<file path="config.mk">
export PLATFORM = sky130hd
export DESIGN_NAME = cmd_frame_parser_flat
export DESIGN_NICKNAME = d
export VERILOG_FILES = /design/src/rtl/cmd_frame_parser_pkg.sv /design/src/rtl/cmd_frame_parser_if.sv /design/src/rtl/cmd_frame_parser_frame_buffer.sv /design/src/rtl/cmd_frame_parser.sv /design/src/flat_wrapper.sv
export SDC_FILE = /design/constraint.sdc
export NUM_CORES = 1
export LEC_CHECK = 0
export CAP_MARGIN = 20
export CORE_UTILIZATION = 60
export DETAILED_ROUTE_END_ITERATION = 12
export PLACE_DENSITY = 0.74
export SETUP_SLACK_MARGIN = 0.1
export SLEW_MARGIN = 20
export SYNTH_ARGS = -nofsm -noshare
export SYNTH_HDL_FRONTEND = slang
export SYNTH_HIERARCHICAL = 1
export SYNTH_SLANG_ARGS = --single-unit
</file>
<file path="constraint.sdc">
create_clock -name clk_Parser -period 3.3 [get_ports clk_Parser]
set_clock_uncertainty 0.1 [all_clocks]
set_input_delay 0.66 -clock clk_Parser [delete_from_list [all_inputs] [get_ports clk_Parser]]
set_output_delay 0.66 -clock clk_Parser [all_outputs]
set_load 0.1 [all_outputs]
</file>
<file path="src/rtl/cmd_frame_parser_pkg.sv">
// Shared types and constants for the command frame parser.
package parser_pkg;

  typedef enum logic [2:0] {
    S_IDLE,
    S_ADDR,
    S_LEN,
    S_DATA,
    S_CHK,
    S_COMMIT
  } state_e;

  localparam logic [1:0] ERR_OVR = 2'b00;
  localparam logic [1:0] ERR_CHK = 2'b01;
  localparam logic [1:0] ERR_LEN = 2'b10;
  localparam logic [1:0] ERR_TO  = 2'b11;

  localparam logic [7:0] SYNC_WR_DEF = 8'hA5;
  localparam logic [7:0] SYNC_ST_DEF = 8'h5A;

endpackage

</file>
<file path="src/rtl/cmd_frame_parser_if.sv">
// Byte-in / RAM-write-out bundle of the command frame parser.
interface cmd_frame_parser_if;
  logic [7:0] rx_data;
  logic       rx_valid;
  logic       wr;
  logic [7:0] wr_addr;
  logic [7:0] wr_data;
  logic       pc_start;
  logic       frame_ok;
  logic       frame_err;
  logic [1:0] err_code;
  logic       busy;

  modport master (
    output rx_data, rx_valid,
    input  wr, wr_addr, wr_data, pc_start, frame_ok, frame_err, err_code, busy
  );

  modport slave (
    input  rx_data, rx_valid,
    output wr, wr_addr, wr_data, pc_start, frame_ok, frame_err, err_code, busy
  );
endinterface

</file>
<file path="src/rtl/cmd_frame_parser_frame_buffer.sv">
// Payload buffer: one synchronous write port, one combinational read port.
module frame_buffer #(
  parameter int unsigned DEPTH = 64,
  parameter int unsigned AW    = 6
) (
  input  logic          clk_i,
  input  logic          we_i,
  input  logic [AW-1:0] waddr_i,
  input  logic [7:0]    wdata_i,
  input  logic [AW-1:0] raddr_i,
  output logic [7:0]    rdata_o
);

  logic [7:0] mem_q [DEPTH];

  always_ff @(posedge clk_i) begin
    if (we_i) mem_q[waddr_i] <= wdata_i;
  end

  assign rdata_o = mem_q[raddr_i];

endmodule

</file>
<file path="src/rtl/cmd_frame_parser.sv">
// Buffers and checksums write frames, commits only valid frames to RAM,
// and decodes the one-byte start command.
module cmd_frame_parser
  import parser_pkg::*;
#(
  parameter int unsigned MAX_LEN     = 64,
  parameter int unsigned TIMEOUT_CYC = 50000,
  parameter logic [7:0]  SYNC_WR     = SYNC_WR_DEF,
  parameter logic [7:0]  SYNC_ST     = SYNC_ST_DEF
) (
  input logic              clk_Parser,
  input logic              rst,
  cmd_frame_parser_if.slave bus
);

  localparam int unsigned    AW        = (MAX_LEN > 1) ? $clog2(MAX_LEN) : 1;
  localparam int unsigned    TW        = $clog2(TIMEOUT_CYC + 1);
  localparam logic [7:0]     MAX_LEN_B = 8'(MAX_LEN);
  localparam logic [TW-1:0]  TO_LAST   = TW'(TIMEOUT_CYC - 1);

  state_e        state_q;
  logic [7:0]    addr_q, sum_q, sum_d;
  logic [6:0]    len_q, idx_q;
  logic [TW-1:0] tmr_q;
  logic          wr_q, pc_start_q, frame_ok_q, frame_err_q;
  logic [7:0]    wr_addr_q, wr_data_q;
  logic [1:0]    err_code_q;
  logic          counting, timed_out, buf_we;
  logic [7:0]    buf_rdata;

  assign sum_d     = sum_q + bus.rx_data;
  assign counting  = state_q inside {S_ADDR, S_LEN, S_DATA, S_CHK};
  // Expiry wins over a byte arriving in the same cycle: that byte dies with the frame.
  assign timed_out = counting && (tmr_q == TO_LAST);
  assign buf_we    = (state_q == S_DATA) && bus.rx_valid && !timed_out;

  frame_buffer #(.DEPTH(MAX_LEN), .AW(AW)) u_buf (
    .clk_i   (clk_Parser),
    .we_i    (buf_we),
    .waddr_i (idx_q[AW-1:0]),
    .wdata_i (bus.rx_data),
    .raddr_i (idx_q[AW-1:0]),
    .rdata_o (buf_rdata)
  );

  always_ff @(posedge clk_Parser) begin
    if (rst) begin
      state_q     <= S_IDLE;
      addr_q      <= '0;
      sum_q       <= '0;
      len_q       <= '0;
      idx_q       <= '0;
      tmr_q       <= '0;
      wr_q        <= 1'b0;
      wr_addr_q   <= '0;
      wr_data_q   <= '0;
      pc_start_q  <= 1'b0;
      frame_ok_q  <= 1'b0;
      frame_err_q <= 1'b0;
      err_code_q  <= '0;
    end else begin
      wr_q        <= 1'b0;
      pc_start_q  <= 1'b0;
      frame_ok_q  <= 1'b0;
      frame_err_q <= 1'b0;
      if (!counting || bus.rx_valid) tmr_q <= '0;
      else                           tmr_q <= tmr_q + 1'b1;

      if (timed_out) begin
        state_q     <= S_IDLE;
        frame_err_q <= 1'b1;
        err_code_q  <= ERR_TO;
      end else begin
        unique case (state_q)
          S_IDLE: if (bus.rx_valid) begin
            if (bus.rx_data == SYNC_WR)      state_q    <= S_ADDR;
            else if (bus.rx_data == SYNC_ST) pc_start_q <= 1'b1;
          end
          S_ADDR: if (bus.rx_valid) begin
            addr_q  <= bus.rx_data;
            sum_q   <= bus.rx_data;
            state_q <= S_LEN;
          end
          S_LEN: if (bus.rx_valid) begin
            if (bus.rx_data == '0 || bus.rx_data > MAX_LEN_B) begin
              frame_err_q <= 1'b1;
              err_code_q  <= ERR_LEN;
              state_q     <= S_IDLE;
            end else begin
              len_q   <= bus.rx_data[6:0];
              idx_q   <= '0;
              sum_q   <= sum_d;
              state_q <= S_DATA;
            end
          end
          // Index returns to 0 on the last byte so CHK can prefetch buf[0].
          S_DATA: if (bus.rx_valid) begin
            sum_q <= sum_d;
            if (idx_q + 7'd1 == len_q) begin
              idx_q   <= '0;
              state_q <= S_CHK;
            end else begin
              idx_q <= idx_q + 7'd1;
            end
          end
          S_CHK: if (bus.rx_valid) begin
            if (bus.rx_data != sum_q) begin
              frame_err_q <= 1'b1;
              err_code_q  <= ERR_CHK;
              state_q     <= S_IDLE;
            end else begin
              state_q   <= S_COMMIT;
              wr_q      <= 1'b1;
              wr_addr_q <= addr_q;
              wr_data_q <= buf_rdata;
              idx_q     <= 7'd1;
            end
          end
          S_COMMIT: begin
            if (bus.rx_valid) begin
              frame_err_q <= 1'b1;
              err_code_q  <= ERR_OVR;
            end
            if (idx_q == len_q) begin
              state_q    <= S_IDLE;
              frame_ok_q <= 1'b1;
            end else begin
              wr_q      <= 1'b1;
              wr_addr_q <= addr_q + {1'b0, idx_q};
              wr_data_q <= buf_rdata;
              idx_q     <= idx_q + 7'd1;
            end
          end
          default: state_q <= S_IDLE;
        endcase
      end
    end
  end

  assign bus.wr        = wr_q;
  assign bus.wr_addr   = wr_addr_q;
  assign bus.wr_data   = wr_data_q;
  assign bus.pc_start  = pc_start_q;
  assign bus.frame_ok  = frame_ok_q;
  assign bus.frame_err = frame_err_q;
  assign bus.err_code  = err_code_q;
  assign bus.busy      = (state_q != S_IDLE);

endmodule

</file>
<file path="src/flat_wrapper.sv">
// flat-port wrapper written by rule: the top's interface ports become plain ports
module cmd_frame_parser_flat import parser_pkg::*;
#(
  parameter int unsigned MAX_LEN     = 64,
  parameter int unsigned TIMEOUT_CYC = 50000,
  parameter logic [7:0]  SYNC_WR     = SYNC_WR_DEF,
  parameter logic [7:0]  SYNC_ST     = SYNC_ST_DEF
)
  (clk_Parser, rst, bus_rx_data, bus_rx_valid, bus_wr, bus_wr_addr, bus_wr_data, bus_pc_start, bus_frame_ok, bus_frame_err, bus_err_code, bus_busy);
  cmd_frame_parser_if bus_i ();
  input logic clk_Parser;
  input logic rst;
  input wire logic [$bits(bus_i.rx_data)-1:0] bus_rx_data;
  input wire logic [$bits(bus_i.rx_valid)-1:0] bus_rx_valid;
  output wire logic [$bits(bus_i.wr)-1:0] bus_wr;
  output wire logic [$bits(bus_i.wr_addr)-1:0] bus_wr_addr;
  output wire logic [$bits(bus_i.wr_data)-1:0] bus_wr_data;
  output wire logic [$bits(bus_i.pc_start)-1:0] bus_pc_start;
  output wire logic [$bits(bus_i.frame_ok)-1:0] bus_frame_ok;
  output wire logic [$bits(bus_i.frame_err)-1:0] bus_frame_err;
  output wire logic [$bits(bus_i.err_code)-1:0] bus_err_code;
  output wire logic [$bits(bus_i.busy)-1:0] bus_busy;
  assign bus_i.rx_data = bus_rx_data;
  assign bus_i.rx_valid = bus_rx_valid;
  assign bus_wr = bus_i.wr;
  assign bus_wr_addr = bus_i.wr_addr;
  assign bus_wr_data = bus_i.wr_data;
  assign bus_pc_start = bus_i.pc_start;
  assign bus_frame_ok = bus_i.frame_ok;
  assign bus_frame_err = bus_i.frame_err;
  assign bus_err_code = bus_i.err_code;
  assign bus_busy = bus_i.busy;
  cmd_frame_parser #(.MAX_LEN(MAX_LEN), .TIMEOUT_CYC(TIMEOUT_CYC), .SYNC_WR(SYNC_WR), .SYNC_ST(SYNC_ST)) u_core (.clk_Parser(clk_Parser), .rst(rst), .bus(bus_i));
endmodule
</file>
==> flow_summary_export.csv <==
group,metric,value,unit
run_status,status,"complete, no violations",
clock_tree,clkTransAtPathRegs,0.07,ns
flow_run,cap_violations,0,
die,ioPinCount,34,
clock_tree,cts_hold_buf,0,
route,drtPass1Iterations,6,
synthesis,ys_ff_latch,583,
cells_and_area,num_antenna_cells,0,
worst_setup_path,critPathMaxStageDelay,0.73,ns
cells_and_area,drive_above_1_share,23.1,%
synthesis,syn-num-nets,1453,
power_and_ir_drop,p_int,11.8,mW
global_routing,grt_pass1_wl,86100,um
route,via_count,13847,
route,routed_via_density,6.59,
power_and_ir_drop,ir_drop,0.465,mV
sta,hold_violations,0,
worst_setup_path,cp_data_arrival_time,3.51,ns
sta,fmax,326,MHz
sta,setup_viol,0,
synthesis,syn_area_per_cell,16.9,um2
synthesis,ys_seq_area_share,70.1,%
placement,dp_hpwl,36700,um
synthesis,netlist_top_cells_area,"edfxtp_1, mux4_2, dfxtp_1, nor2_1, mux2i_1",
power_and_ir_drop,p_clk_share,43.9,%
synthesis,synth_top_area_share,64.1,%
sta,fin_tns_setup,0,ns
worst_setup_path,cp-end-kind,"flip-flop",
route,totalWireLength,57100,um
placement,dpl.cell_count,1997,
sta,slew_headroom,26.8,%
clock_tree,postCtsSetupBuffers,0,
global_routing,grt_pass1_vias,13580,
hold_path,hp-class,"in2reg",
hold_path,hold_end,"u_core/len_q[4]$_SDFFE_PP0P_",
die,core-area,39000,um2
route,wl_per_cell,27.2,um
worst_setup_path,r2r_cells,8,
power_and_ir_drop,power_switching,2.84,mW
synthesis,ys_async_sr_fraction,0,%
synthesis,yosysTopAreaCell,"edfxtp_1",
sta,finalCritPeriodShare,93.0,%
global_routing,overflow,0,
synthesis,synthFlopType,"edfxtp_1",
die,die_h,202,um
clock_tree,cts_tree,"done",
sta,hold_ws,0.395,ns
cells_and_area,nets,1568,
synthesis,synth_cell_types,75,
worst_setup_path,r2r_slack,0.23,ns
synthesis,synthCells,1422,
cells_and_area,finalNonFillerCells,2102,
clock_tree,clockBufferDepth,3,
synthesis,syn_area,24000,um2
clock_tree,ctsResizeCount,0,
sta,rsz0062_at_grt,"no",
hold_path,hp-start,"rst",
synthesis,yosysWarnings,6,
sta,maxSlewViolCount,0,
power_and_ir_drop,power.density,538,nW/um2
worst_setup_path,r2r-start,"u_core/idx_q[0]$_SDFFE_PP0P_",
placement,io_buffer_count,33,
global_routing,antenna_found_initial,1,
sta,tightest_slew,1.09,ns
power_and_ir_drop,seqPwrFrac,54.8,%
sta,fin_crit,3.07,ns
route,drt_iter0_drc,1488,
worst_setup_path,r2r-end,"u_core/bus.wr_data[5]$_SDFFE_PP0P_",
clock_tree,insertion_delay,0.61,ns
power_and_ir_drop,p_sw_share,19.4,%
hold_path,worstHoldPathCells,2,
cells_and_area,area_delta_synth_final,13.3,%
route,ant_nets,0,
die,num_rows,72,
global_routing,grt_max_degree,69,
clock_tree,numClockSinks,583,
clock_tree,cts_root_buf,"clkbuf_16",
clock_tree,numCtsBuffers,56,
die,start_util,61.5,%
clock_tree,cts.htree.levels,2,
worst_setup_path,path_cells,"buf_12 -> mux4_2 -> o22ai_1 -> nor4_1 -> o21ai_0 -> nand3_1 -> mux2i_1 -> nor2_1",
die,die_w,202,um
placement,routabilityCongestion,0.905,
worst_setup_path,cp_max_fo,32,
synthesis,synth_edf_count,512,
global_routing,grt_use_total,28.9,%
worst_setup_path,path_class,"reg2reg",
power_and_ir_drop,comb_power_share,1.3,%
worst_setup_path,startpoint_type,"flip-flop",
route,drc,0,
worst_setup_path,cpMaxStageDelayCell,"dfxtp_4",
die,die_area,40800,um2
worst_setup_path,required,3.75,ns
power_and_ir_drop,p_leak,8.67,nW
==> Yosys cell counts, drive strengths merged, types with 20 or more instances <==
library cell,instances
mux2i,52
nand2,47
clkbuf,34
buf,43
mux4,124
dfxtp,71
nor3,20
nand3,32
o21ai,22
edfxtp,512
o22ai,23
nor2,167
==> logic make-up after synthesis <==
kind of cell / share of synthesized area (%)
muxes: 13.9
buffers and inverters: 2.08
xor gates and xnor gates: 0.986
AOI/OAI and AO/OA: 4.66
DFF: 70.1
adders and majority gates: 1.11
and+or+nand+nor: 7.24
==> cell usage in the layout, fill, tap and decap left out, types with 20 or more instances in the layout <==
cell,Yosys,final
edfxtp_1,512,512
nor2_1,167,167
dfxtp_1,71,66
mux4_2,124,124
nand3_1,31,31
buf_4,11,115
nand2_1,47,47
o21ai_0,22,22
o22ai_1,23,23
mux2i_1,52,52
nor3_1,20,20
clkbuf_16,0,59
==> critical path: cells and delay by family, from the launching register on <==
family	cells	cell delay, ns
buffers and inverters	1	0.34
muxes	2	0.42
AOI/OAI and AO/OA	2	0.41
and+or+nand+nor	3	0.96
DFF	1	0.73
==> worst max path at each step <==
stage	from	cells past startpoint	slack, ns	to
finish	u_core/idx_q[0]$_SDFFE_PP0P_	8	0.23	u_core/bus.wr_data[5]$_SDFFE_PP0P_
global route	u_core/idx_q[0]$_SDFFE_PP0P_	9	0.13	u_core/bus.wr_data[7]$_SDFFE_PP0P_
CTS	u_core/idx_q[0]$_SDFFE_PP0P_	8	0.24	u_core/bus.wr_data[4]$_SDFFE_PP0P_
detailed placement	bus_rx_data[1]	10	0.03	u_core/sum_q[7]$_SDFFE_PP0P_
global placement	bus_rx_data[1]	10	0.10	u_core/sum_q[1]$_SDFFE_PP0P_
floorplan	u_core/tmr_q[0]$_SDFF_PP0_	10	0.60	u_core/u_buf/mem_q[33][0]$_DFFE_PP_
==> area by class of cell <==
cell class / instances / area [um2]
sequential: 583 / 16800
fill: 2457 / 11800
multi-input combinational: 743 / 6680
clock buffer: 70 / 1530
timing repair buffer: 134 / 1100
tap: 518 / 648
clock inverter: 35 / 325
inverter: 19 / 71.3
==> flip-flops by register name, indices dropped and copies added, names as in the netlist <==
register              cells
u_core/idx_q              7
u_core/bus.err_code       2
u_core/tmr_q             16
u_core/bus.frame_ok       1
u_core/bus.frame_err      1
u_core/bus.wr_data        8
u_core/len_q              7
u_core/bus.pc_start       1
u_core/addr_q             8
u_core/u_buf/mem_q      512
u_core/state_q            3
u_core/bus.wr             1
u_core/bus.wr_addr        8
u_core/sum_q              8
==> per-stage QoR <==
stage	cell area, um2	total power, mW	worst slack, ns	utilization, %
after detailed placement	25300	8.36	0.0307	64.9
after floorplan	24000	8.20	0.596	-
after global placement	25300	8.36	0.104	64.9
after CTS	27200	14.7	0.245	69.6
after global routing	27200	15.0	0.130	69.6
final	27200	14.6	0.232	69.6
==> metal layers <==
metal / GRT usage [%] / share of wire (%)
met1: 41.7 / 39
met2: 44.4 / 47
met3: 5.45 / 10
met4: 10.7 / 3.4
met5: 0 / 0.023
==> power groups by stage <==
stage	Combinational, mW	Clock (mW)	Sequential (mW)
final	0.194	6.42	8.01
after global routing	0.211	6.78	8.00
after CTS	0.197	6.51	8.01
after detailed placement	0.197	0	8.16
after global placement	0.191	0	8.16
after floorplan	0.0351	0	8.17
Power figures use the tool's default switching activity.
